==> src/rtl/vslc_pkg.sv <==
// Shared decode and state definitions for the VSLC executor and scan sequencer.
// Latency: n/a (constants and a pure decode function).
// Backpressure: n/a.
package vslc_pkg;

  // Sequencer FSM encoding.
  typedef logic [2:0] seq_state_t;
  localparam seq_state_t ST_IDLE  = 3'd0;
  localparam seq_state_t ST_SNAP  = 3'd1;
  localparam seq_state_t ST_FETCH = 3'd2;
  localparam seq_state_t ST_ISSUE = 3'd3;
  localparam seq_state_t ST_PARAM = 3'd4;
  localparam seq_state_t ST_END   = 3'd5;
  localparam seq_state_t ST_FAULT = 3'd6;

  // Set-parameter opcodes carry one trailing parameter byte.
  localparam logic [7:0] OPC_SPARAM_MASK = 8'hF0;
  localparam logic [7:0] OPC_SPARAM      = 8'hE0;

  // Opcode classes (upper nibble), shared with the executor decoder.
  localparam logic [3:0] OPC_CLS_LOGIC  = 4'h0;
  localparam logic [3:0] OPC_CLS_TIMER  = 4'h4;
  localparam logic [3:0] OPC_CLS_SERVO  = 4'h9;
  localparam logic [3:0] OPC_CLS_SPARAM = 4'hE;

  function automatic logic is_sparam(input logic [7:0] opc);
    return (opc & OPC_SPARAM_MASK) == OPC_SPARAM;
  endfunction

endpackage

==> src/rtl/vslc_prefetch_fifo.sv <==
// Two-entry byte FIFO holding prefetched program bytes; entry 0 is the head.
// Latency: a pushed byte is visible on head the cycle after the push.
// Backpressure: push ignored when full (unless popping), pop ignored when empty.
module vslc_prefetch_fifo (
  input  logic       clk,
  input  logic       rst_n,
  input  logic       push,
  input  logic [7:0] push_data,
  input  logic       pop,
  output logic [7:0] head,
  output logic [1:0] count,
  output logic       full,
  output logic       empty
);

  logic [7:0] ent0;
  logic [7:0] ent1;

  assign head  = ent0;
  assign full  = (count == 2'd2);
  assign empty = (count == 2'd0);

  // Shift-style storage: popping moves entry 1 to the head.
  always_ff @(posedge clk) begin
    if (!rst_n) begin
      ent0  <= 8'h00;
      ent1  <= 8'h00;
      count <= 2'd0;
    end else begin
      if (push && pop && !empty) begin
        if (count == 2'd2) begin
          ent0 <= ent1;
          ent1 <= push_data;
        end else begin
          ent0 <= push_data;
        end
      end else if (push && !full) begin
        if (empty) ent0 <= push_data;
        else       ent1 <= push_data;
        count <= count + 2'd1;
      end else if (pop && !empty) begin
        ent0  <= ent1;
        count <= count - 2'd1;
      end
    end
  end

endmodule

==> src/rtl/vslc_scan_sequencer.sv <==
// PLC scan scheduler: snapshots inputs, prefetches the program and strobes opcodes to the executor.
// Latency: at most one opcode strobe every 2 cycles; set-parameter bytes follow their opcode directly.
// Backpressure: memory side stalls while the prefetch FIFO is full; a stalled read faults after MEM_TIMEOUT.
module vslc_scan_sequencer
  import vslc_pkg::*;
#(
  parameter int ADDR_W      = 8,
  parameter int MEM_TIMEOUT = 255,
  parameter int SYNC_STAGES = 2
) (
  input  logic              clk,
  input  logic              rst_n,
  input  logic              run,
  input  logic [ADDR_W-1:0] prog_len,
  output logic              mem_req,
  output logic [ADDR_W-1:0] mem_addr,
  input  logic              mem_valid,
  input  logic [7:0]        mem_data,
  output logic [7:0]        instr,
  output logic              instr_ready,
  input  logic [7:0]        ui_in,
  output logic [7:0]        ui_scan,
  output logic [7:0]        ui_scan_prev,
  output logic [15:0]       counter,
  output logic              scan_done,
  output logic              busy,
  output logic              fault
);

  localparam int TO_W = $clog2(MEM_TIMEOUT + 1);

  seq_state_t        state;
  logic [ADDR_W-1:0] pc;
  logic [ADDR_W-1:0] len;
  logic [ADDR_W-1:0] fetch_addr;
  logic [TO_W-1:0]   wait_cnt;
  logic [7:0]        sync_q [SYNC_STAGES];

  logic       fifo_push;
  logic       fifo_pop;
  logic [7:0] fifo_head;
  logic [1:0] fifo_count;
  logic       fifo_full;
  logic       fifo_empty;

  logic prog_done;
  logic head_sparam;
  logic last_byte;
  logic timeout;
  logic go_fault;
  logic go_issue;

  assign mem_req     = (state == ST_FETCH) && !fifo_full && (fetch_addr < len);
  assign mem_addr    = fetch_addr;
  assign fifo_push   = mem_req && mem_valid;
  assign instr_ready = (state == ST_ISSUE);
  assign scan_done   = (state == ST_END);
  assign fault       = (state == ST_FAULT);
  assign busy        = (state != ST_IDLE) && (state != ST_FAULT);

  // Issue decision in FETCH: an opcode only leaves once everything it needs is buffered.
  assign prog_done   = (pc == len);
  assign head_sparam = is_sparam(fifo_head);
  assign last_byte   = (pc == len - ADDR_W'(1));
  assign timeout     = mem_req && !mem_valid && (wait_cnt == TO_W'(MEM_TIMEOUT - 1));
  assign go_fault    = timeout || (!prog_done && !fifo_empty && head_sparam && last_byte);
  assign go_issue    = !prog_done && !fifo_empty && (!head_sparam || fifo_count == 2'd2);
  assign fifo_pop    = ((state == ST_FETCH) && !go_fault && go_issue) ||
                       ((state == ST_ISSUE) && is_sparam(instr));

  vslc_prefetch_fifo u_fifo (
    .clk       (clk),
    .rst_n     (rst_n),
    .push      (fifo_push),
    .push_data (mem_data),
    .pop       (fifo_pop),
    .head      (fifo_head),
    .count     (fifo_count),
    .full      (fifo_full),
    .empty     (fifo_empty)
  );

  // Free-running divider base for the executor, independent of scan state.
  always_ff @(posedge clk) begin
    if (!rst_n) counter <= 16'h0000;
    else        counter <= counter + 16'h0001;
  end

  // Input synchroniser chain for the asynchronous ui_in pins.
  always_ff @(posedge clk) begin
    if (!rst_n) begin
      for (int i = 0; i < SYNC_STAGES; i++) sync_q[i] <= 8'h00;
    end else begin
      sync_q[0] <= ui_in;
      for (int i = 1; i < SYNC_STAGES; i++) sync_q[i] <= sync_q[i-1];
    end
  end

  // Scan FSM, fetch address and stalled-read watchdog.
  always_ff @(posedge clk) begin
    if (!rst_n) begin
      state        <= ST_IDLE;
      pc           <= '0;
      len          <= '0;
      fetch_addr   <= '0;
      wait_cnt     <= '0;
      instr        <= 8'h00;
      ui_scan      <= 8'h00;
      ui_scan_prev <= 8'h00;
    end else begin
      if (mem_req && !mem_valid) wait_cnt <= wait_cnt + TO_W'(1);
      else                       wait_cnt <= '0;
      if (fifo_push) fetch_addr <= fetch_addr + ADDR_W'(1);

      case (state)
        ST_IDLE: if (run) state <= ST_SNAP;
        ST_SNAP: begin
          ui_scan_prev <= ui_scan;
          ui_scan      <= sync_q[SYNC_STAGES-1];
          pc           <= '0;
          len          <= prog_len;
          fetch_addr   <= '0;
          state        <= ST_FETCH;
        end
        ST_FETCH: begin
          if (go_fault) begin
            state <= ST_FAULT;
          end else if (prog_done) begin
            state <= ST_END;
          end else if (go_issue) begin
            instr <= fifo_head;
            pc    <= pc + ADDR_W'(1);
            state <= ST_ISSUE;
          end
        end
        ST_ISSUE: begin
          if (is_sparam(instr)) begin
            instr <= fifo_head;
            pc    <= pc + ADDR_W'(1);
            state <= ST_PARAM;
          end else begin
            state <= ST_FETCH;
          end
        end
        ST_PARAM: state <= ST_FETCH;
        ST_END:   state <= run ? ST_SNAP : ST_IDLE;
        ST_FAULT: state <= ST_FAULT;
        default:  state <= ST_FAULT;
      endcase
    end
  end

endmodule

==> config.mk <==
export PLATFORM = sky130hd
export DESIGN_NAME = vslc_scan_sequencer
export DESIGN_NICKNAME = d
export VERILOG_FILES = /design/src/rtl/vslc_pkg.sv /design/src/rtl/vslc_prefetch_fifo.sv /design/src/rtl/vslc_scan_sequencer.sv
export SDC_FILE = /design/constraint.sdc
export NUM_CORES = 1
export LEC_CHECK = 0
export CAP_MARGIN = 0
export CORE_MARGIN = 1
export CORE_UTILIZATION = 40
export CTS_BUF_LIST = sky130_fd_sc_hd__clkbuf_8 sky130_fd_sc_hd__clkbuf_16
export CTS_CLUSTER_DIAMETER = 100
export DETAILED_ROUTE_END_ITERATION = 6
export PLACE_DENSITY = 0.66
export SYNTH_ARGS = -nofsm -noshare
export SYNTH_HDL_FRONTEND = slang
export SYNTH_SLANG_ARGS = --single-unit
==> constraint.sdc <==
create_clock -name clk -period 5.4 [get_ports clk]
set_input_delay 1.08 -clock clk [delete_from_list [all_inputs] [get_ports clk]]
set_output_delay 1.08 -clock clk [all_outputs]
set_load 0.01 [all_outputs]
---- Word level (Yosys, flattened, before mapping) ----
Memory sizes are Yosys's and may differ from the RTL's. A register that Yosys moved wholly into a read port is not among the register bits.
Index checks and enable logic that the tools add are counted.
operators by class
  add/subtract/negate cells ............... 7
  multipliers ............................. 0
  div/mod/pow operators ................... 0
  $lt $le $gt $ge ......................... 1
  eq/ne operators ......................... 22
  shift-type cells ........................ 0
  muxes and demuxes ....................... 32
  bitwise operators ....................... 4
  reductions and logical operators ........ 44
operators with widths
  operator               count
  $mux 8                 19
  $add 8x1->8 const B    3
  $pmux 8 s3             1
  $logic_and 1x1->1      17
  $add 16x1->16 const B  1
  $eq 8x8->1             2
  $pmux 8 s2             1
  $mux 3                 5
  $pmux 3 s5             1
  $ne 2x2->1 const B     5
  $reduce_and 5->1       2
  $eq 3x3->1 const B     3
  $reduce_bool 3->1      3
  $eq 4x4->1 const B     2
  $eq 8x8->1 const B     1
  $lt 8x8->1             1
  $reduce_and 2->1       4
  $sub 8x1->8 const B    1
  $logic_not 1->1        7
  $eq 3x2->1 const B     2
  $reduce_bool 2->1      3
  $mux 2                 2
  $ne 2x1->1 const B     2
  $ne 4x4->1 const B     1
  other kinds (14)       21
storage, ports and cells
  flip-flop bits (word level) ............. 85
  latch bits .............................. 0
  RAM bits ................................ 16
  memory bits (read-only) ................. 0
  memories kept ........................... 1
memory list
  name    words  bits a word  rd ports  clocked after Yosys merged registers in  write ports  RTL line                   source
  sync_q  2      8            2         1                                        2            vslc_scan_sequencer.sv:37  logic [7:0] sync_q [SYNC_STAGES];

---- Depth between registers and ports, before layout ----
  depth after elaboration ................. 15
  mapped depth ............................ 11
  gate-level depth less buffers ........... 9

---- Modules after synthesis ----
From an unflattened synthesis, not the netlist that was laid out.
unflattened totals
  cells, all modules ...................... 589
  area, all modules ....................... 5037.3 µm²
by module, submodules not included
  module               times used  cells an instance  area each (µm²)
  vslc_scan_sequencer  1           488                4126.5
  vslc_prefetch_fifo   1           101                910.9

---- Worst setup path after synthesis ----
Ideal clock, no wire load.
  path type ............................... register to output
  start point ............................. reg len[2]
  end point ............................... out mem_req
  arrival ................................. 1552 ps
  required time ........................... 4320 ps
  setup slack ............................. 2768 ps
  stages on the path, launching flop included .. 6
  buffers on the path ..................... 0
  cells stage by stage .................... dfxtp_1 > inv_1 > ha_1 > a211oi_1 > o21ai_0 > a211oi_2
between the ends
  longest elaborated chain between the ends .. 2
ends and longest elaborated chain
  what                    RTL line                    source
  start, declared         vslc_scan_sequencer.sv:34   logic [ADDR_W-1:0] len;
  start signal, assigned  vslc_scan_sequencer.sv:121  len <= prog_len;
  $lt 8x8->1              vslc_scan_sequencer.sv:53   assign mem_req = (state == ST_FETCH) && !fifo_full && (fetch_addr < len);
  $logic_and 1x1->1       vslc_scan_sequencer.sv:53
  end, declared           vslc_scan_sequencer.sv:15   output logic mem_req,
No other way between the ends.

---- Worst setup path after layout ----
  start point ............................. reg state[1]
  end point ............................... out mem_req
between the ends
  longest elaborated chain between the ends .. 3
ends and longest elaborated chain
  what                             RTL line                    source
  start, declared                  vslc_scan_sequencer.sv:32   seq_state_t state;
  start signal, assigned           vslc_scan_sequencer.sv:146  ST_END: state <= run ? ST_SNAP : ST_IDLE;
  $eq 3x2->1                       vslc_scan_sequencer.sv:53
  $logic_and 1x1->1 (2 in series)  vslc_scan_sequencer.sv:53
No other way between the ends.

==> results.md <==
* Number of nets still failing antenna checks after routing at 0
* Crit path cell chain: or3b_1 > a2111o_1 > a211oi_2 > clkdlybuf4s50_1
* Synth Flop Type: sky130_fd_sc_hd__dfxtp_1
* Type of the worst setup path: reg -> out
* Average detailed-routed wire length per instance at ~15 um
* Pin count of the biggest net entering global routing at 43
* Post-detailed-routing wire length at 12.85 mm
* Number of storage elements in the synthesis netlist at roughly 110
* Core ar. at ~13,000 sq um
* Number of setup buffers added after CTS at 0
* Tmin final at roughly 3.9 ns
* Diodes inserted at 0
* Setup repair after global routing missed its margin: false
* Stage delay of the slowest cell on the critical path at 0.60 ns
* Total of hold buffers inserted after clock tree synthesis at 0
* Distinct cell type count of the synthesized netlist at 54
* Worst hold path class: reg -> reg
* Kind of launch point of the worst setup path: flip-flop
* Worst setup skew after layout at approximately 0.0068 ns
* Run status: completed
* Number of hold-slack violations in the final timing report at 0
* Avg Synthesized Cell Area at approximately 8.5 sq um
* Number of vias in the routed layout at approximately 4,700
* Post-Route Setup TNS at 0 ns
* Top-level port count at 81
* Chip Height at between 100 and 150 um
* Maximum clock path buffer count at 2
* Slew at the pin closest to its max-slew limit at about 1.1 ns
* Total number of clock tree sinks at ~110
* Total setup violations reported at the end of the flow at 0
* CP endpoint kind: primary output
* Effective utilization at floorplan at between 40% and 50%
* Rel. slew slack at approximately 29%
* Share of synthesized flip-flops with an asynchronous set or reset at 0%
* Ratio of total power to cell area at 274.8 nW/um^2
* Area growth, synth to finish at 22.33%
* GR Overflow Total at 0
* Total global routing track utilization at 19.48%
* Commonest cells after routing, fill and taps aside: sky130_fd_sc_hd__dfxtp_1, sky130_fd_sc_hd__clkdlybuf4s50_1, sky130_fd_sc_hd__nand2_1
* Leading cell type in the layout, fill and taps excluded: sky130_fd_sc_hd__dfxtp_1
* Weighted congestion reported at the end of routability-driven placement at around 0.78
* Post-cts repair resize count at 0
* Vias in the first global route at around 4,400
* Internal power at 1.263 mW
* Share of the cycle needed by the critical path after routing at a little under three quarters
* Die width at around 120 um
* Fraction of power spent switching nets at between 20% and 30%
* Buffers & Inverters on Critical Path at 1
* Data required, critical path at around 4.3 ns
* Cell with the largest stage delay on the worst path: sky130_fd_sc_hd__clkdlybuf4s50_1
* Syn nets at 665
* Sequential cell area fraction in the yosys report at between 40% and 50%
* Max-cap check violation count at 0
* Logic pwr share at about 15%
* Critical path arrival at ~2.8 ns
* CTS tree: built
* First drt pass iteration count at 5
* Largest driver fanout on the critical path at 12
* Max frequency at about 260 MHz
* Clk pwr share at between 30% and 40%
* LEAKAGE at 2.255 nW
* Clock root buffer: sky130_fd_sc_hd__clkbuf_16
* First-pass GRT wire length at 21.05 mm
* Post-detailed-placement half-perimeter wirelength at 8.926 mm
* Overall die area at approximately 14,000 sq um
* Area of the mapped netlist at about 5300 sq um
* Site Rows at between 40 and 50
* Net switching power at roughly 0.51 mW
* Number of antenna violations at the first check in global routing at 0
* First DRT Iteration DRCs at 398
* H-tree level count at 3
* Clock latency on the worst-skew pair at 0.35 ns
* Vias/cell at around 5.5
* Max VDD drop at around 0.18 mV
* Number of buffers added on ports at 80
* Portion of total power attributed to sequential cells at 48.7%
* DRC viols at 0
* Share of layout cells above drive strength 1 at under 10%
* Syn. warnings at 0
* Final Max Slew Viols at 0
* Dominant delay contributor by cell family on the critical path: compound AO/OA/AOI/OAI gates
* Post-synth EDFFs at 0
* Clock buffers created by TritonCTS at 9
* Final Core Density at approximately 51%
* Nets@finish at 719
* Post-Synthesis Cells at roughly 620
* Clk pin slew, worst setup/hold paths at 0.08 ns
cells in the mapped netlist, drive strengths merged, types with 3 or more instances:
library cell	n	area share (%)
nand4	9	1.1
and4	4	0.66
o2111ai	4	0.78
o41ai	9	1.5
clkbuf	30	2.1
o21ai	13	1.3
a21oi	64	6.1
nor3	8	0.85
a211oi	15	2.2
o211a	3	0.57
nor2	49	3.5
nand2b	4	0.47
o211ai	13	1.9
and4bb	8	1.9
dfxtp	109	41
mux2i	15	2.8
buf	11	1.3
nor2b	3	0.36
and3	6	0.71
nand3	42	4.0
inv	16	1.1
and2	19	2.3
nand2	78	5.6
ha	13	3.1
or3	20	2.4
xor2	27	4.5
nor4	3	0.36
xnor2	10	1.7
power groups by stage:
| stage | Combinational [mW] | Sequential [mW] | Clock [mW] |
|---|---|---|---|
| after floorplan | 0.183 | 0.867 | 0 |
| after global placement | 0.256 | 0.879 | 0 |
| after detailed placement | 0.260 | 0.881 | 0 |
| after CTS | 0.261 | 0.862 | 0.663 |
| after global routing | 0.290 | 0.866 | 0.696 |
| final | 0.261 | 0.863 | 0.649 |
stage by stage:
stage	power (mW)	instance area [sq um]	std cells	setup WS [ns]	hold WS, ns
2_1_floorplan	1.050	5274	624	2.768	0.4119
3_3_place_gp	1.135	6161	839	1.908	0.4144
3_5_place_dp	1.141	6161	839	1.826	0.4169
4_1_cts	1.785	6451	855	1.541	0.4356
5_1_grt	1.853	6451	855	1.448	0.4539
6_report	1.773	6451	855	1.537	0.4353
final cells by class:
class	instances	area (sq um)
Multi-Input combinational cell	457	2869
Fill cell	1221	6271
Clock buffer	9	225.2
Tap cell	172	215.2
Inverter	17	63.81
Clock inverter	7	65.06
Timing Repair Buffer	84	830.8
Sequential cell	109	2182
per-layer routing:
layer	track usage, %	wire length (um)	up-vias
met5	0	0	-
met4	8.354	248	0
met3	3.193	743	20
met2	31.01	6001	155
met1	26.16	5860	2207
li1	-	-	2322
final timing paths:
path	cells after the start	to	slack, ns	from
setup / recovery	4	mem_req	1.54	state[1]$_SDFFE_PN0P_
hold / removal	1	sync_q[1][2]$_SDFF_PN0_	0.44	sync_q[0][2]$_SDFF_PN0_
setup reg to reg	7	u_fifo.head[0]$_SDFFE_PN0P_	1.88	state[1]$_SDFFE_PN0P_
hold reg to reg	1	sync_q[1][2]$_SDFF_PN0_	0.44	sync_q[0][2]$_SDFF_PN0_
state kept, by name, indices dropped and copies added, names as in the netlist:
register,count
wait_cnt,8
counter,16
u_fifo.head,8
state,3
u_fifo.count,2
u_fifo.ent1,8
ui_scan,8
ui_scan_prev,8
len,8
instr,8
mem_addr,8
pc,8
sync_q,16
cells by family after synthesis:
family,count (synthesis),share of synthesized area [%]
and+or+nand+nor,259,25.08
xor gates and xnor gates,37,6.145
buffers and inverters,58,4.603
adders and majority gates,13,3.084
DFF,109,41.38
AOI/OAI and AO/OA,133,16.87
muxes,15,2.847
Power figures use the tool's default switching activity.
